**config.mk**
```make
export PLATFORM = sky130hd
export DESIGN_NAME = lsu_flat
export DESIGN_NICKNAME = d
export VERILOG_FILES = /design/src/rtl/lsu_if.sv /design/src/rtl/lsu.sv /design/src/flat_wrapper.sv
export SDC_FILE = /design/constraint.sdc
export NUM_CORES = 1
export LEC_CHECK = 0
export CAP_MARGIN = 0
export CORE_UTILIZATION = 30
export DETAILED_ROUTE_END_ITERATION = 6
export PLACE_DENSITY = 0.62
export SLEW_MARGIN = 20
export SYNTH_ARGS = -nofsm -noshare
export SYNTH_HDL_FRONTEND = slang
export SYNTH_SLANG_ARGS = --single-unit
```
**constraint.sdc**
```tcl
create_clock -name clk -period 5 [get_ports clk]
set_input_delay 0.5 -clock clk [delete_from_list [all_inputs] [get_ports clk]]
set_output_delay 0.5 -clock clk [all_outputs]
set_load 0.05 [all_outputs]
```
**src/rtl/lsu_if.sv**
```systemverilog
// Data-memory bus between the LSU (master) and the memory (slave):
// single-outstanding request/grant with a separate read-response strobe.
interface lsu_if;
   logic        mem_req;
   logic        mem_we;
   logic [31:0] mem_addr;
   logic [3:0]  mem_be;
   logic [31:0] mem_wdata;
   logic        mem_gnt;
   logic        mem_rvalid;
   logic [31:0] mem_rdata;

   modport master (
      output mem_req, mem_we, mem_addr, mem_be, mem_wdata,
      input  mem_gnt, mem_rvalid, mem_rdata
   );

   modport slave (
      input  mem_req, mem_we, mem_addr, mem_be, mem_wdata,
      output mem_gnt, mem_rvalid, mem_rdata
   );
endinterface

```
**src/rtl/lsu.sv**
```systemverilog
// Load/store unit: single-outstanding data-memory bus master with byte-lane
// steering, alignment checking, load extension and a grant/response timeout.
module lsu #(
   parameter int unsigned TIMEOUT_CYC = 64
) (
   input  logic        clk,
   input  logic        rst_n,
   input  logic        valid_i,
   output logic        ready_o,
   input  logic [1:0]  op_i,
   input  logic [2:0]  funct3_i,
   input  logic [31:0] addr_i,
   input  logic [31:0] wdata_i,
   input  logic [4:0]  rd_i,
   output logic        done_o,
   output logic        err_o,
   output logic [31:0] rdata_o,
   output logic [4:0]  rd_o,
   lsu_if.master       mem
);
   typedef enum logic [1:0] {IDLE, REQ, RESP, DONE} state_e;

   localparam logic [1:0] OP_LOAD  = 2'b01;
   localparam logic [1:0] OP_STORE = 2'b10;

   state_e      state_q,    state_d;
   logic        is_store_q, is_store_d;
   logic [2:0]  funct3_q,   funct3_d;
   logic [1:0]  offs_q,     offs_d;
   logic [4:0]  rd_q,       rd_d;
   logic        err_q,      err_d;
   logic [31:0] cnt_q,      cnt_d;
   logic        we_q,       we_d;
   logic [31:0] addr_q,     addr_d;
   logic [3:0]  be_q,       be_d;
   logic [31:0] wdata_q,    wdata_d;
   logic [31:0] rdata_q,    rdata_d;
   logic [4:0]  rd_out_q,   rd_out_d;

   logic        illegal;
   logic [3:0]  be_new;
   logic [31:0] wdata_new;
   logic [7:0]  load_byte;
   logic [15:0] load_half;
   logic [31:0] load_val;
   logic [31:0] cnt_next;
   logic        timeout_hit;

   // Request decode: legality, byte enables and lane-replicated store data.
   always_comb begin
      illegal   = 1'b0;
      be_new    = 4'b1111;
      wdata_new = wdata_i;
      case (op_i)
         OP_LOAD:  illegal = (funct3_i == 3'b011) || (funct3_i[2:1] == 2'b11);
         OP_STORE: illegal = funct3_i[2] || (funct3_i[1:0] == 2'b11);
         default:  illegal = 1'b1;
      endcase
      if ((funct3_i[1:0] == 2'b01) && addr_i[0])
         illegal = 1'b1;
      if ((funct3_i[1:0] == 2'b10) && (addr_i[1:0] != 2'b00))
         illegal = 1'b1;
      case (funct3_i[1:0])
         2'b00: begin
            be_new    = 4'b0001 << addr_i[1:0];
            wdata_new = {4{wdata_i[7:0]}};
         end
         2'b01: begin
            be_new    = addr_i[1] ? 4'b1100 : 4'b0011;
            wdata_new = {2{wdata_i[15:0]}};
         end
         default: begin
            be_new    = 4'b1111;
            wdata_new = wdata_i;
         end
      endcase
   end

   always_comb begin
      load_byte = 8'(mem.mem_rdata >> {offs_q, 3'b000});
      load_half = offs_q[1] ? mem.mem_rdata[31:16] : mem.mem_rdata[15:0];
      case (funct3_q)
         3'b000:  load_val = {{24{load_byte[7]}}, load_byte};
         3'b001:  load_val = {{16{load_half[15]}}, load_half};
         3'b010:  load_val = mem.mem_rdata;
         3'b100:  load_val = {24'd0, load_byte};
         3'b101:  load_val = {16'd0, load_half};
         default: load_val = 32'd0;
      endcase
   end

   // A zero TIMEOUT_CYC means wait forever for grant or response.
   assign cnt_next    = cnt_q + 32'd1;
   assign timeout_hit = (TIMEOUT_CYC != 0) && (cnt_next == 32'(TIMEOUT_CYC));

   always_comb begin
      state_d    = state_q;
      is_store_d = is_store_q;
      funct3_d   = funct3_q;
      offs_d     = offs_q;
      rd_d       = rd_q;
      err_d      = err_q;
      cnt_d      = cnt_q;
      we_d       = we_q;
      addr_d     = addr_q;
      be_d       = be_q;
      wdata_d    = wdata_q;
      rdata_d    = rdata_q;
      rd_out_d   = rd_out_q;
      case (state_q)
         IDLE: begin
            if (valid_i) begin
               is_store_d = (op_i == OP_STORE);
               funct3_d   = funct3_i;
               offs_d     = addr_i[1:0];
               rd_d       = rd_i;
               if (illegal) begin
                  err_d    = 1'b1;
                  rdata_d  = 32'd0;
                  rd_out_d = rd_i;
                  state_d  = DONE;
               end else begin
                  err_d   = 1'b0;
                  cnt_d   = 32'd0;
                  we_d    = (op_i == OP_STORE);
                  addr_d  = {addr_i[31:2], 2'b00};
                  be_d    = be_new;
                  wdata_d = wdata_new;
                  state_d = REQ;
               end
            end
         end
         REQ: begin
            if (mem.mem_gnt) begin
               cnt_d = 32'd0;
               if (is_store_q) begin
                  rdata_d  = 32'd0;
                  rd_out_d = rd_q;
                  state_d  = DONE;
               end else begin
                  state_d = RESP;
               end
            end else if (timeout_hit) begin
               err_d    = 1'b1;
               rdata_d  = 32'd0;
               rd_out_d = rd_q;
               state_d  = DONE;
            end else begin
               cnt_d = cnt_next;
            end
         end
         RESP: begin
            if (mem.mem_rvalid) begin
               rdata_d  = load_val;
               rd_out_d = rd_q;
               state_d  = DONE;
            end else if (timeout_hit) begin
               err_d    = 1'b1;
               rdata_d  = 32'd0;
               rd_out_d = rd_q;
               state_d  = DONE;
            end else begin
               cnt_d = cnt_next;
            end
         end
         default: state_d = IDLE;
      endcase
   end

   always_ff @(posedge clk or negedge rst_n) begin
      if (!rst_n) begin
         state_q    <= IDLE;
         is_store_q <= 1'b0;
         funct3_q   <= 3'd0;
         offs_q     <= 2'd0;
         rd_q       <= 5'd0;
         err_q      <= 1'b0;
         cnt_q      <= 32'd0;
         we_q       <= 1'b0;
         addr_q     <= 32'd0;
         be_q       <= 4'd0;
         wdata_q    <= 32'd0;
         rdata_q    <= 32'd0;
         rd_out_q   <= 5'd0;
      end else begin
         state_q    <= state_d;
         is_store_q <= is_store_d;
         funct3_q   <= funct3_d;
         offs_q     <= offs_d;
         rd_q       <= rd_d;
         err_q      <= err_d;
         cnt_q      <= cnt_d;
         we_q       <= we_d;
         addr_q     <= addr_d;
         be_q       <= be_d;
         wdata_q    <= wdata_d;
         rdata_q    <= rdata_d;
         rd_out_q   <= rd_out_d;
      end
   end

   // Request and status follow the state directly so reset drops them at once.
   assign ready_o       = (state_q == IDLE);
   assign done_o        = (state_q == DONE);
   assign err_o         = (state_q == DONE) && err_q;
   assign rdata_o       = rdata_q;
   assign rd_o          = rd_out_q;
   assign mem.mem_req   = (state_q == REQ);
   assign mem.mem_we    = we_q;
   assign mem.mem_addr  = addr_q;
   assign mem.mem_be    = be_q;
   assign mem.mem_wdata = wdata_q;
endmodule

```
**src/flat_wrapper.sv**
```systemverilog
// flat-port wrapper written by rule: the top's interface ports become plain ports
module lsu_flat 
#(
   parameter int unsigned TIMEOUT_CYC = 64
)
  (clk, rst_n, valid_i, ready_o, op_i, funct3_i, addr_i, wdata_i, rd_i, done_o, err_o, rdata_o, rd_o, mem_mem_req, mem_mem_we, mem_mem_addr, mem_mem_be, mem_mem_wdata, mem_mem_gnt, mem_mem_rvalid, mem_mem_rdata);
  lsu_if mem_i ();
  input  logic clk;
  input  logic rst_n;
  input  logic valid_i;
  output logic ready_o;
  input  logic [1:0] op_i;
  input  logic [2:0] funct3_i;
  input  logic [31:0] addr_i;
  input  logic [31:0] wdata_i;
  input  logic [4:0] rd_i;
  output logic done_o;
  output logic err_o;
  output logic [31:0] rdata_o;
  output logic [4:0] rd_o;
  output wire logic [$bits(mem_i.mem_req)-1:0] mem_mem_req;
  output wire logic [$bits(mem_i.mem_we)-1:0] mem_mem_we;
  output wire logic [$bits(mem_i.mem_addr)-1:0] mem_mem_addr;
  output wire logic [$bits(mem_i.mem_be)-1:0] mem_mem_be;
  output wire logic [$bits(mem_i.mem_wdata)-1:0] mem_mem_wdata;
  input wire logic [$bits(mem_i.mem_gnt)-1:0] mem_mem_gnt;
  input wire logic [$bits(mem_i.mem_rvalid)-1:0] mem_mem_rvalid;
  input wire logic [$bits(mem_i.mem_rdata)-1:0] mem_mem_rdata;
  assign mem_mem_req = mem_i.mem_req;
  assign mem_mem_we = mem_i.mem_we;
  assign mem_mem_addr = mem_i.mem_addr;
  assign mem_mem_be = mem_i.mem_be;
  assign mem_mem_wdata = mem_i.mem_wdata;
  assign mem_i.mem_gnt = mem_mem_gnt;
  assign mem_i.mem_rvalid = mem_mem_rvalid;
  assign mem_i.mem_rdata = mem_mem_rdata;
  lsu #(.TIMEOUT_CYC(TIMEOUT_CYC)) u_core (.clk(clk), .rst_n(rst_n), .valid_i(valid_i), .ready_o(ready_o), .op_i(op_i), .funct3_i(funct3_i), .addr_i(addr_i), .wdata_i(wdata_i), .rd_i(rd_i), .done_o(done_o), .err_o(err_o), .rdata_o(rdata_o), .rd_o(rd_o), .mem(mem_i));
endmodule
```
# Yosys cells after proc, flatten, opt, wreduce, memory -nomap -nowiden
# Cells that the tools add are included.
# word_totals
input_bits	111
wordCells	94
reg_bits	150
out_inout_bits	110
# op_classes
n_eq_ne	21
bitwise	1
n_addsub	1
shift	2
reduce_logical	15
muxes	41
# ops
op	n
$mux 32	11
$pmux 32 s3	2
$pmux 32 s5	1
$pmux 32 s2	1
$add 32x1->32 const B	1
$eq 32x7->1 const B	1
$shr 32x5->8	1
$mux 5	6
$mux 16	1
$pmux 5 s3	1
$eq 2x2->1 const B	6
$reduce_and 4->1	3
$mux 2	5
$mux 1	8
$ne 2x2->1 const B	4
$pmux 4 s2	1
$eq 2x1->1 const B	3
$eq 3x2->1 const B	2
$eq 3x3->1 const B	2
$pmux 2 s3	1
$logic_not 2->1	2
$mux 4	1
$shl 1x2->4 const A	1
$eq 3x1->1 const B	1
12 further kinds	15

# Depth between registers and ports, before layout
# logic_depth
word_depth	8
ltp_mapped	12

# Worst setup path before layout
# No wires, ideal clock.
# synth_path
kind	reg-to-reg
start	reg u_core.cnt_q[12]
end	reg u_core.rdata_q[15] (netlist: u_core.rdata_o[15])
path_stages_with_launch	11
path_slack_ps	2071
n_path_buf	1
arrival_ps	2808
synth_period_minus_slack_ps	2929
cell_sequence	dfrtp_1 > nand4_4 > or4_4 > or4_4 > xnor2_2 > nor4_2 > nand4_4 > nand2_4 > buf_6 > o21ai_1 > a32o_1
# synth_via
elab_chain_len	5
# synth_lines
element	line	source
start: declaration	lsu.sv:32	logic [31:0] cnt_q, cnt_d;
start signal: assignment	lsu.sv:192	cnt_q <= cnt_d;
$add 32x1->32 (*)	lsu.sv:93	assign cnt_next = cnt_q + 32'd1;
$eq 32x7->1 (*)	lsu.sv:94	assign timeout_hit = (TIMEOUT_CYC != 0) && (cnt_next == 32'(TIMEOUT_CYC));
$mux 32 (*)	--	
$mux 32 (on tied branches)	--	
$pmux 32 s3 (*)	--	
end signal: assignment	lsu.sv:197	rdata_q <= rdata_d;
end: declaration	lsu.sv:37	logic [31:0] rdata_q, rdata_d;
# Every way passes the cells marked *; elsewhere a longest branch is shown, timed or not.
# A chain may end at the register's enable or synchronous reset.

# Final worst setup path
# layout_path
start	reg u_core.cnt_q[0]
end	reg u_core.rdata_q[14] (netlist: u_core.rdata_o[14])
# Same word-level chain as after synthesis.

==> reports/results.tsv <==
stage	metric	value	unit
clock_tree	post-CTS setup buffers	0	
yosys	Seq/Total Area, Yosys	43.8	%
drt	Starting DRT DRC Count	584	
yosys	most common flop cell mapped by yosys	dfrtp_1	
setup_path	slowest stage delay, CP	560	ps
die	Initial Utilization	30.6	%
drt	WL met3	2.49	mm
setup_path	Critical Path Start Type	flop	
setup_path	Crit path max-delay family	simple AND/OR/NAND/NOR gates	
setup_path	Crit path top cell by count	nand4_1	
die	num ports	221	
clock_tree	Root Driver	clkbuf_16	
finish	Layout area overhead	36.3	%
drt	Top Layer Used	met4	
clock_tree	CTS tree	done	
clock_tree	clock-pin transition on the worst setup and hold timing paths	70	ps
sta	Max Fclk	278	MHz
placed_design	placed wire-length estimate	20.5	mm
clock_tree	clock latency on the worst-skew pair	430	ps
die	core area	0.0279	mm2
sta	fin crit share	72.1	%
die	Rows	61	
global_route	grt total ovfl	0	
power_and_ir_drop	maximum vdd drop	0.000403	V
drt	vias per std cell	5.24	
placed_design	Final GP Congestion	0.892	
setup_path	Critical Path RT	5320	ps
global_route	antenna violations before repair	0	
status	outcome	finished clean	
yosys	count of cell types in the netlist	68	
power_and_ir_drop	Leakage	4.91	nW
yosys	number of synthesized flops with an enable pin	0	
sta	Setup TNS	0	ps
min_path	worst min-delay path category	input pin to asynchronous set/reset pin	
sta	Fin. Hold Viols	0	
die	Die ar.	0.0292	mm2
sta	RSZ-0062 raised after global routing	false	
yosys	syn_area_per_cell	8.73	um2
clock_tree	Max H-tree Level	4	
flow_run	MaxCap Viol Count	0	
drt	first-pass iteration count of the detailed router	5	
clock_tree	cts hold-fix bufs	0	
placed_design	# port buffers	218	
yosys	synthesized cell area	0.00856	mm2
clock_tree	post-CTS sizing	0	
yosys	Synth Register Bits	150	
global_route	vias in the first global route	7973	
yosys	YS warnings	0	
sta	Rel. slew slack	25.7	%
setup_path	critical-path cell list	ha_1, nand4_1, nor4_4, nand4_1, xnor2_1, nor4_2, nand4_4, nand2_4, o21ai_0, a32o_1	
drt	DRT antenna net count	0	
setup_path	Crit-path slowest cell	nor4_4	
global_route	first-pass GRT wire length	44.9	mm
sta	final setup fails	0	
clock_tree	clock sink count	150	
sta	clk_skew	12.6	ps
finish	most frequent cells in the layout	217 x clkdlybuf4s50_1, 172 x nand2_1, 150 x dfrtp_1	
yosys	Syn Inst Count	981	
drt	routed length on met1	11.9	mm
clock_tree	CTS max path bufs	2	
sta	Max Transition Viols Final	0	
finish	antenna cells	0	
placed_design	Post-Place Cells	1521	
clock_tree	CTS buffer count	17	
drt	wire length per cell	18.4	um
global_route	All-Layer GR Usage	19.9	%
die	Die Y	171	um
setup_path	CP max FO	26	
setup_path	crit path kind	flop to flop	
drt	DRT Wirelength	28.5	mm
sta	min cycle time layout	3600	ps
setup_path	critical path endpoint category	flop	
drt	DRC	0	
yosys	ys async rst share	100	%
drt	Vias	8137	
global_route	largest net degree at the start of global routing	64	
finish	fin nets	1281	
drt	metal2 WL	13.6	mm
setup_path	crit path DAT	3920	ps
finish	final core occ	41.8	%
power_and_ir_drop	pwr dens	638	mW/mm2
die	Die X-Extent	171	um
sta	Slew @ Worst Pin	1110	ps
finish	commonest non-fill, non-tap cell in the layout	clkdlybuf4s50_1	
setup_path	Buffers & Inverters on Critical Path	0	
finish	Final Non-Filler Cells	1553	
finish	layout cell share with drive strength beyond 1	7.91	%
[worst paths after layout]
path	start	slack, ps	cells after the start	end
worst max-delay path	u_core.cnt_q[0]	1400	10	u_core.rdata_o[14]
worst min-delay path	rst_n	40	1	u_core.cnt_q[10]
worst max register to register	u_core.cnt_q[0]	1400	10	u_core.rdata_o[14]
worst min register to register	u_core.mem.mem_addr[2]	480	2	u_core.mem.mem_addr[2]
max in group asynchronous	rst_n	3810	2	u_core.rdata_o[18]
min in group clk	u_core.mem.mem_addr[2]	480	2	u_core.mem.mem_addr[2]
[flip-flops by register name, summed over array words and instances (netlist names)]
name	flops
u_core.mem.mem_addr	30
u_core.state_q	2
u_core.rd_q	5
u_core.cnt_q	32
u_core.funct3_q	3
u_core.err_q	1
u_core.mem.mem_we	1
u_core.offs_q	2
u_core.rd_o	5
u_core.rdata_o	32
u_core.mem.mem_be	4
u_core.mem.mem_wdata	32
u_core.is_store_q	1
[kinds of logic (layout without fill, tap and decap cells)]
kind of cell	after synthesis	after routing	share of synthesized area (%)
other cells	1	2	0.0438
flops	150	150	43.8
compound gates	305	305	22.6
fa+ha+maj	8	8	1.17
xor+xnor	12	12	1.40
buf+inv	88	281	4.50
mux	44	44	5.58
simple gates	373	373	20.9
[metrics by stage]
stage | setup slack [ps] | area, um2 | hold WS (ps) | total power, mW
after floorplan | 2070 | 8560 | 204 | 4.72
after global routing | 976 | 11700 | 81.0 | 7.89
after global placement | 1350 | 11000 | 457 | 6.05
final | 1400 | 11700 | 36.7 | 7.44
after CTS | 1380 | 11700 | 72.4 | 7.49
after detailed placement | 1270 | 11000 | 461 | 6.09
[final cells by class]
| class | count | area, um2 |
|---|---|---|
| fill | 2835 | 16300 |
| multi-input combinational | 744 | 4460 |
| clock inverter | 15 | 200 |
| inverter | 18 | 67.6 |
| clock buffer | 17 | 425 |
| timing repair buffer | 231 | 2290 |
| sequential | 150 | 3750 |
| tap | 378 | 473 |
[report_power, final]
group          internal [mW]  switching (mW)  total [mW]
Combinational           1.37            2.78        4.15
Clock                  0.728           0.644        1.37
Sequential              1.61           0.317        1.93
Total                   3.70            3.74        7.44
[cell usage after synthesis (6+ instances only)]
cell type / count / share of area, %
nand2_1: 172 / 7.5
dfrtp_1: 150 / 44
a21oi_1: 85 / 5.0
nor2_1: 78 / 3.4
o21ai_0: 64 / 3.7
clkbuf_1: 53 / 2.3
mux2i_1: 32 / 3.7
o21ai_1: 26 / 1.5
nand3_1: 21 / 1.2
inv_1: 18 / 0.79
nand4_1: 18 / 1.3
a21o_1: 16 / 1.4
a22o_1: 15 / 1.5
a22oi_1: 15 / 1.3
o31ai_1: 15 / 1.3
nor3_1: 14 / 0.82
a31oi_1: 13 / 0.95
or3_1: 11 / 0.80
and2_1: 10 / 0.73
mux2_2: 10 / 1.3
a32o_1: 9 / 1.1
a211oi_1: 8 / 0.70
ha_1: 8 / 1.2
xnor2_1: 8 / 0.82
nand2b_1: 7 / 0.51
nor4_1: 6 / 0.44
o22ai_1: 6 / 0.44
[routing by layer]
metal	GRT usage (%)	vias to the layer above
li1	-	3899
met1	25.3	3884
met2	31.6	319
met3	6.94	35
met4	5.98	0
met5	0	-
[worst register-to-register path, cell delays in order, from the launching register on]
cell     delay (ps)
dfrtp_1         440
ha_1            310
nand4_1         250
nor4_4          560
nand4_1         250
xnor2_1         230
nor4_2          350
nand4_4         320
nand2_4         390
o21ai_0         170
a32o_1          220
No activity file was read; power rests on OpenSTA's default activity.
